`src/rtl/mips_pkg.sv`:
```
// Shared MIPS pipeline constants used by fetch, decode, hazard and memory blocks.
package mips_pkg;
    localparam int              INST_W           = 32;
    localparam int              ADDR_W           = 32;
    localparam logic [INST_W-1:0] NOP_INST       = 32'h0000_0000;
    localparam logic [ADDR_W-1:0] DEFAULT_RESET_PC = 32'h0000_0000;
endpackage

```
`src/rtl/redirect_hold.sv`:
```
// One-entry buffer that parks a redirect target seen while the fetch stage is stalled.
module redirect_hold
    import mips_pkg::*;
(
    input  logic              clk,
    input  logic              rst,
    input  logic              load,
    input  logic              clear,
    input  logic [ADDR_W-1:0] redirect_pc,
    output logic              full,
    output logic [ADDR_W-1:0] pend_pc
);

    // A later load overwrites the entry so the newest redirect wins.
    always_ff @(posedge clk) begin
        if (rst || clear) begin
            full    <= 1'b0;
            pend_pc <= '0;
        end else if (load) begin
            full    <= 1'b1;
            pend_pc <= redirect_pc;
        end
    end

endmodule

```
`src/rtl/instruction_fetch.sv`:
```
// MIPS IF stage: PC register, IF/ID pipeline register, sticky fetch fault and fetch counter.
module instruction_fetch
    import mips_pkg::*;
#(
    parameter logic [ADDR_W-1:0] RESET_PC  = DEFAULT_RESET_PC,
    parameter int                MEM_WORDS = 64
) (
    input  logic              clk,
    input  logic              rst,
    input  logic              stall,
    input  logic              redirect_valid,
    input  logic [ADDR_W-1:0] redirect_pc,
    output logic [ADDR_W-1:0] pc,
    input  logic [INST_W-1:0] inst_in,
    output logic              if_id_valid,
    output logic [INST_W-1:0] if_id_inst,
    output logic [ADDR_W-1:0] if_id_pc,
    output logic [ADDR_W-1:0] if_id_pc4,
    output logic              fetch_fault,
    output logic [31:0]       fetch_count
);

    localparam logic [ADDR_W-3:0] MEM_LIMIT = (ADDR_W-2)'(MEM_WORDS);

    logic              pend_full;
    logic [ADDR_W-1:0] pend_pc;
    logic [ADDR_W-1:0] pc_plus4;
    logic [ADDR_W-1:0] target;
    logic              take;
    logic              misaligned;
    logic              in_range;

    redirect_hold u_hold (
        .clk         (clk),
        .rst         (rst),
        .load        (stall & redirect_valid),
        .clear       (~stall),
        .redirect_pc (redirect_pc),
        .full        (pend_full),
        .pend_pc     (pend_pc)
    );

    assign pc_plus4 = pc + 32'd4;
    assign in_range = (pc[ADDR_W-1:2] < MEM_LIMIT);

    // A live redirect beats a parked one; the parked one beats sequential fetch.
    always_comb begin
        take   = 1'b0;
        target = pc_plus4;
        if (redirect_valid) begin
            take   = 1'b1;
            target = redirect_pc;
        end else if (pend_full) begin
            take   = 1'b1;
            target = pend_pc;
        end
        misaligned = take && (target[1:0] != 2'b00);
    end

    always_ff @(posedge clk) begin
        if (rst) begin
            pc          <= RESET_PC;
            if_id_valid <= 1'b0;
            if_id_inst  <= NOP_INST;
            if_id_pc    <= '0;
            if_id_pc4   <= '0;
            fetch_fault <= 1'b0;
            fetch_count <= '0;
        end else if (!stall) begin
            pc          <= {target[ADDR_W-1:2], 2'b00};
            if_id_valid <= 1'b1;
            if_id_inst  <= in_range ? inst_in : NOP_INST;
            if_id_pc    <= pc;
            if_id_pc4   <= pc_plus4;
            fetch_count <= fetch_count + 32'd1;
            if (!in_range || misaligned) begin
                fetch_fault <= 1'b1;
            end
        end
    end

endmodule

```
`config.mk`:
```
export PLATFORM = sky130hd
export DESIGN_NAME = instruction_fetch
export DESIGN_NICKNAME = d
export VERILOG_FILES = /design/src/rtl/mips_pkg.sv /design/src/rtl/redirect_hold.sv /design/src/rtl/instruction_fetch.sv
export SDC_FILE = /design/constraint.sdc
export NUM_CORES = 1
export LEC_CHECK = 0
export CAP_MARGIN = 20
export CELL_PAD_IN_SITES_DETAIL_PLACEMENT = 1
export CELL_PAD_IN_SITES_GLOBAL_PLACEMENT = 1
export CORE_MARGIN = 1
export CORE_UTILIZATION = 38
export DETAILED_ROUTE_END_ITERATION = 7
export HOLD_SLACK_MARGIN = 0.12
export PLACE_DENSITY_LB_ADDON = 0.1
export RECOVER_POWER = 50
export SLEW_MARGIN = 30
export SYNTH_ARGS = -nofsm -noshare
export SYNTH_HDL_FRONTEND = slang
export SYNTH_SLANG_ARGS = --single-unit
export TNS_END_PERCENT = 20
```
`constraint.sdc`:
```
create_clock -name clk -period 3.1 [get_ports clk]
set_input_delay 0.62 -clock clk [delete_from_list [all_inputs] [get_ports clk]]
set_output_delay 0.62 -clock clk [all_outputs]
set_load 0.005 [all_outputs]
```
==> results.json <==
{
  "outcome": "complete, no violations",
  "r2r_start": "pc[2]$_SDFFE_PP0N_",
  "rsz0062_at_grt": "false",
  "cts_inserted_buffers": 17,
  "grt_max_degree": 83,
  "synth_top_area_frac": 0.458,
  "die-width_um": 149,
  "cp_max_fo": 36,
  "layout.nets": 1181,
  "chipHeight_um": 149,
  "slew_violations": 0,
  "max_cap_viol_count": 0,
  "htreeDepth": 4,
  "drcViolationCount": 0,
  "placed_area_mm2": 0.0107,
  "drtPass1Iterations": 4,
  "routed-via-count": 7568,
  "synth_most_common_cell": "dfxtp_1",
  "fill_cells": 2414,
  "path_cells": "buf_4 > inv_1 > clkbuf_2 > clkbuf_2 > o21ai_0 > nor3_1 > mux2i_1 > o21ai_0",
  "drt-total-wl_um": 27000,
  "ys_types": 63,
  "grt_use_total": 0.245,
  "crit-reg2reg-capture": "pc[26]$_SDFFE_PP0N_",
  "worst_hold_path.endpoint": "if_id_pc4[16]$_SDFFE_PP0N_",
  "syn_inst": 920,
  "initial_core_util": 0.391,
  "synth-seq-cells": 189,
  "timing.slew.headroom": 0.0742,
  "wl_per_cell_um": 19.3,
  "drtIter0Drc": 420,
  "hold_depth": 2,
  "synth-edff-count": 0,
  "insertion_delay_ns": 0.44,
  "num_rows": 53,
  "path_delay_family": "buffers and inverters",
  "overflow": 0,
  "ant_nets": 0,
  "fin_area_mm2": 0.0113,
  "final.setup.tns_ns": 0,
  "antenna_cells": 0,
  "grt_pass1_vias": 7369,
  "crit_slowest_cell": "clkbuf_2",
  "cts_root_buf": "clkbuf_16",
  "async_reset_ff_frac": 0,
  "die_area_mm2": 0.0223,
  "crit_arrival_ns": 2.84,
  "slowest_delay_ns": 0.61,
  "hold_class": "reg2reg",
  "syn_avg_cell_area_um2": 8.98,
  "ys_seq_area_frac": 0.458,
  "instances_no_fill": 1399,
  "cts_hold_buf": 0,
  "synth-main-ff-cell": "dfxtp_1",
  "dp_cells": 1367,
  "grt_pass1_wl_um": 42300,
  "clkSinkCount": 189,
  "ys_top_cells_by_area": "dfxtp_1, mux2i_1, nor2_1",
  "final.min_clock_period_ns": 2.53,
  "yosys.area.top_type": "dfxtp_1",
  "cp_num_buf_inv": 4,
  "cts_max_path_buffers": 2,
  "syn_to_final_growth_pct": 36.3,
  "holdCritStartpoint": "if_id_pc4[16]$_SDFFE_PP0N_",
  "reg2reg_slack_ns": 0.69,
  "drive_gt1_frac": 0.0721,
  "hold_ws_ns": 0.462,
  "max_freq_mhz": 395,
  "synth_area_mm2": 0.00826,
  "ios": 230,
  "cts.repair.resized": 0,
  "yosysWarnings": 0,
  "hpwl_um": 19200,
  "period_share": 0.818,
  "cp-start-kind": "primary input",
  "p_leak_nw": 4.52,
  "globalplace.congestion": 0.822,
  "cts_setup_buffers": 0,
  "viasPerCell": 5.41,
  "worst_pin_slew_ns": 1.39,
  "clock_skew_ns": 0.0127,
  "antenna_found_initial": 0,
  "cts.clk_slew.worst_paths_ns": 0.07,
  "core_area_mm2": 0.0212,
  "finalSetupViolCount": 0,
  "crit_required_ns": 3.40,
  "finalHoldViolCount": 0,
  "power.density_mw_per_mm2": 480,
  "cts_tree": "built",
  "ys_top_cells_by_count": "dfxtp_1, nor2_1, mux2i_1",
  "reg2reg_depth": 7,
  "vdd_ir_drop_max_mv": 0.332,
  "crit_path_end_kind": "flop",
  "io_buffer_count": 223,
  "crit_type": "in2reg"
}
[layout make-up]
type	count	area [um^2]	share of cell area
Clock inverter	11	109	0.00967
Clock buffer	21	460	0.0409
Inverter	13	48.8	0.00433
Multi-Input combinational cell	642	4110	0.365
Timing Repair Buffer	248	2410	0.214
Sequential cell	189	3780	0.336
Tap cell	275	344	0.0306
[state kept, by name, summed over array words and instances, names as in the netlist]
name	flops
if_id_pc4	30
if_id_pc	30
if_id_inst	32
pc	30
fetch_fault	1
if_id_valid	1
u_hold.full	1
fetch_count	32
u_hold.pend_pc	32
[through the flow]
step	setup WS, ns	power (mW)	utilization
after floorplan	1.03	2.95	-
after global placement	0.753	3.31	0.506
after detailed placement	0.733	3.32	0.506
after CTS	0.709	5.47	0.533
after global routing	0.401	5.62	0.532
final	0.565	5.40	0.532
[layer usage]
metal / GRT usage / vias to the layer above / share of wire
li1: - / 3639 / -
met1: 0.346 / 3712 / 0.48
met2: 0.382 / 190 / 0.46
met3: 0.0360 / 27 / 0.039
met4: 0.0755 / 0 / 0.019
met5: 0 / - / 0
[placed cells by master (no fill, tap or decap), types with 20 or more instances in the layout]
| cell | count |
|---|---|
| nor2_1 | 128 |
| buf_4 | 20 |
| a21oi_1 | 54 |
| dfxtp_1 | 189 |
| xor2_1 | 24 |
| nand3_1 | 26 |
| a22o_1 | 35 |
| nand4_1 | 20 |
| dlygate4sd3_1 | 67 |
| xnor2_1 | 20 |
| o21ai_0 | 38 |
| mux2i_1 | 62 |
| nand2_1 | 50 |
| clkdlybuf4s50_1 | 153 |
[cell families after synthesis]
logic type	share of synthesized area
compound gates	0.159
buf+inv	0.0483
xor+xnor	0.0466
mux	0.0778
fa+ha+maj	0.00303
other cells	0.000454
simple gates	0.207
flops	0.458
[how the worst max path moves through the flow]
stage / slack, ns / cells past startpoint / endpoint / start
3_3_place_gp: 0.75 / 7 / pc[26]$_SDFFE_PP0N_ / pc[2]$_SDFFE_PP0N_
2_1_floorplan: 1.03 / 6 / u_hold.pend_pc[11]$_SDFFE_PP0P_ / redirect_valid
3_5_place_dp: 0.73 / 8 / pc[25]$_SDFFE_PP0N_ / stall
4_1_cts: 0.71 / 7 / pc[26]$_SDFFE_PP0N_ / pc[2]$_SDFFE_PP0N_
5_1_grt: 0.40 / 8 / pc[25]$_SDFFE_PP0N_ / stall
6_report: 0.57 / 8 / pc[25]$_SDFFE_PP0N_ / stall
[power breakdown]
part / leakage, nW / internal, mW / switching, mW
clock network: 0.278 / 1.16 / 0.982
logic: 2.70 / 0.325 / 0.315
registers: 1.54 / 2.51 / 0.105
[worst reg2reg max path, delay by kind of cell (launching register included)]
kind | cells | cell delay (ns)
and+or+nand+nor | 4 | 1.05
DFF | 1 | 0.53
adders and majority gates | 1 | 0.35
buffers and inverters | 1 | 0.23
AOI/OAI and AO/OA | 1 | 0.16
No activity file was read; power rests on OpenSTA's default activity.
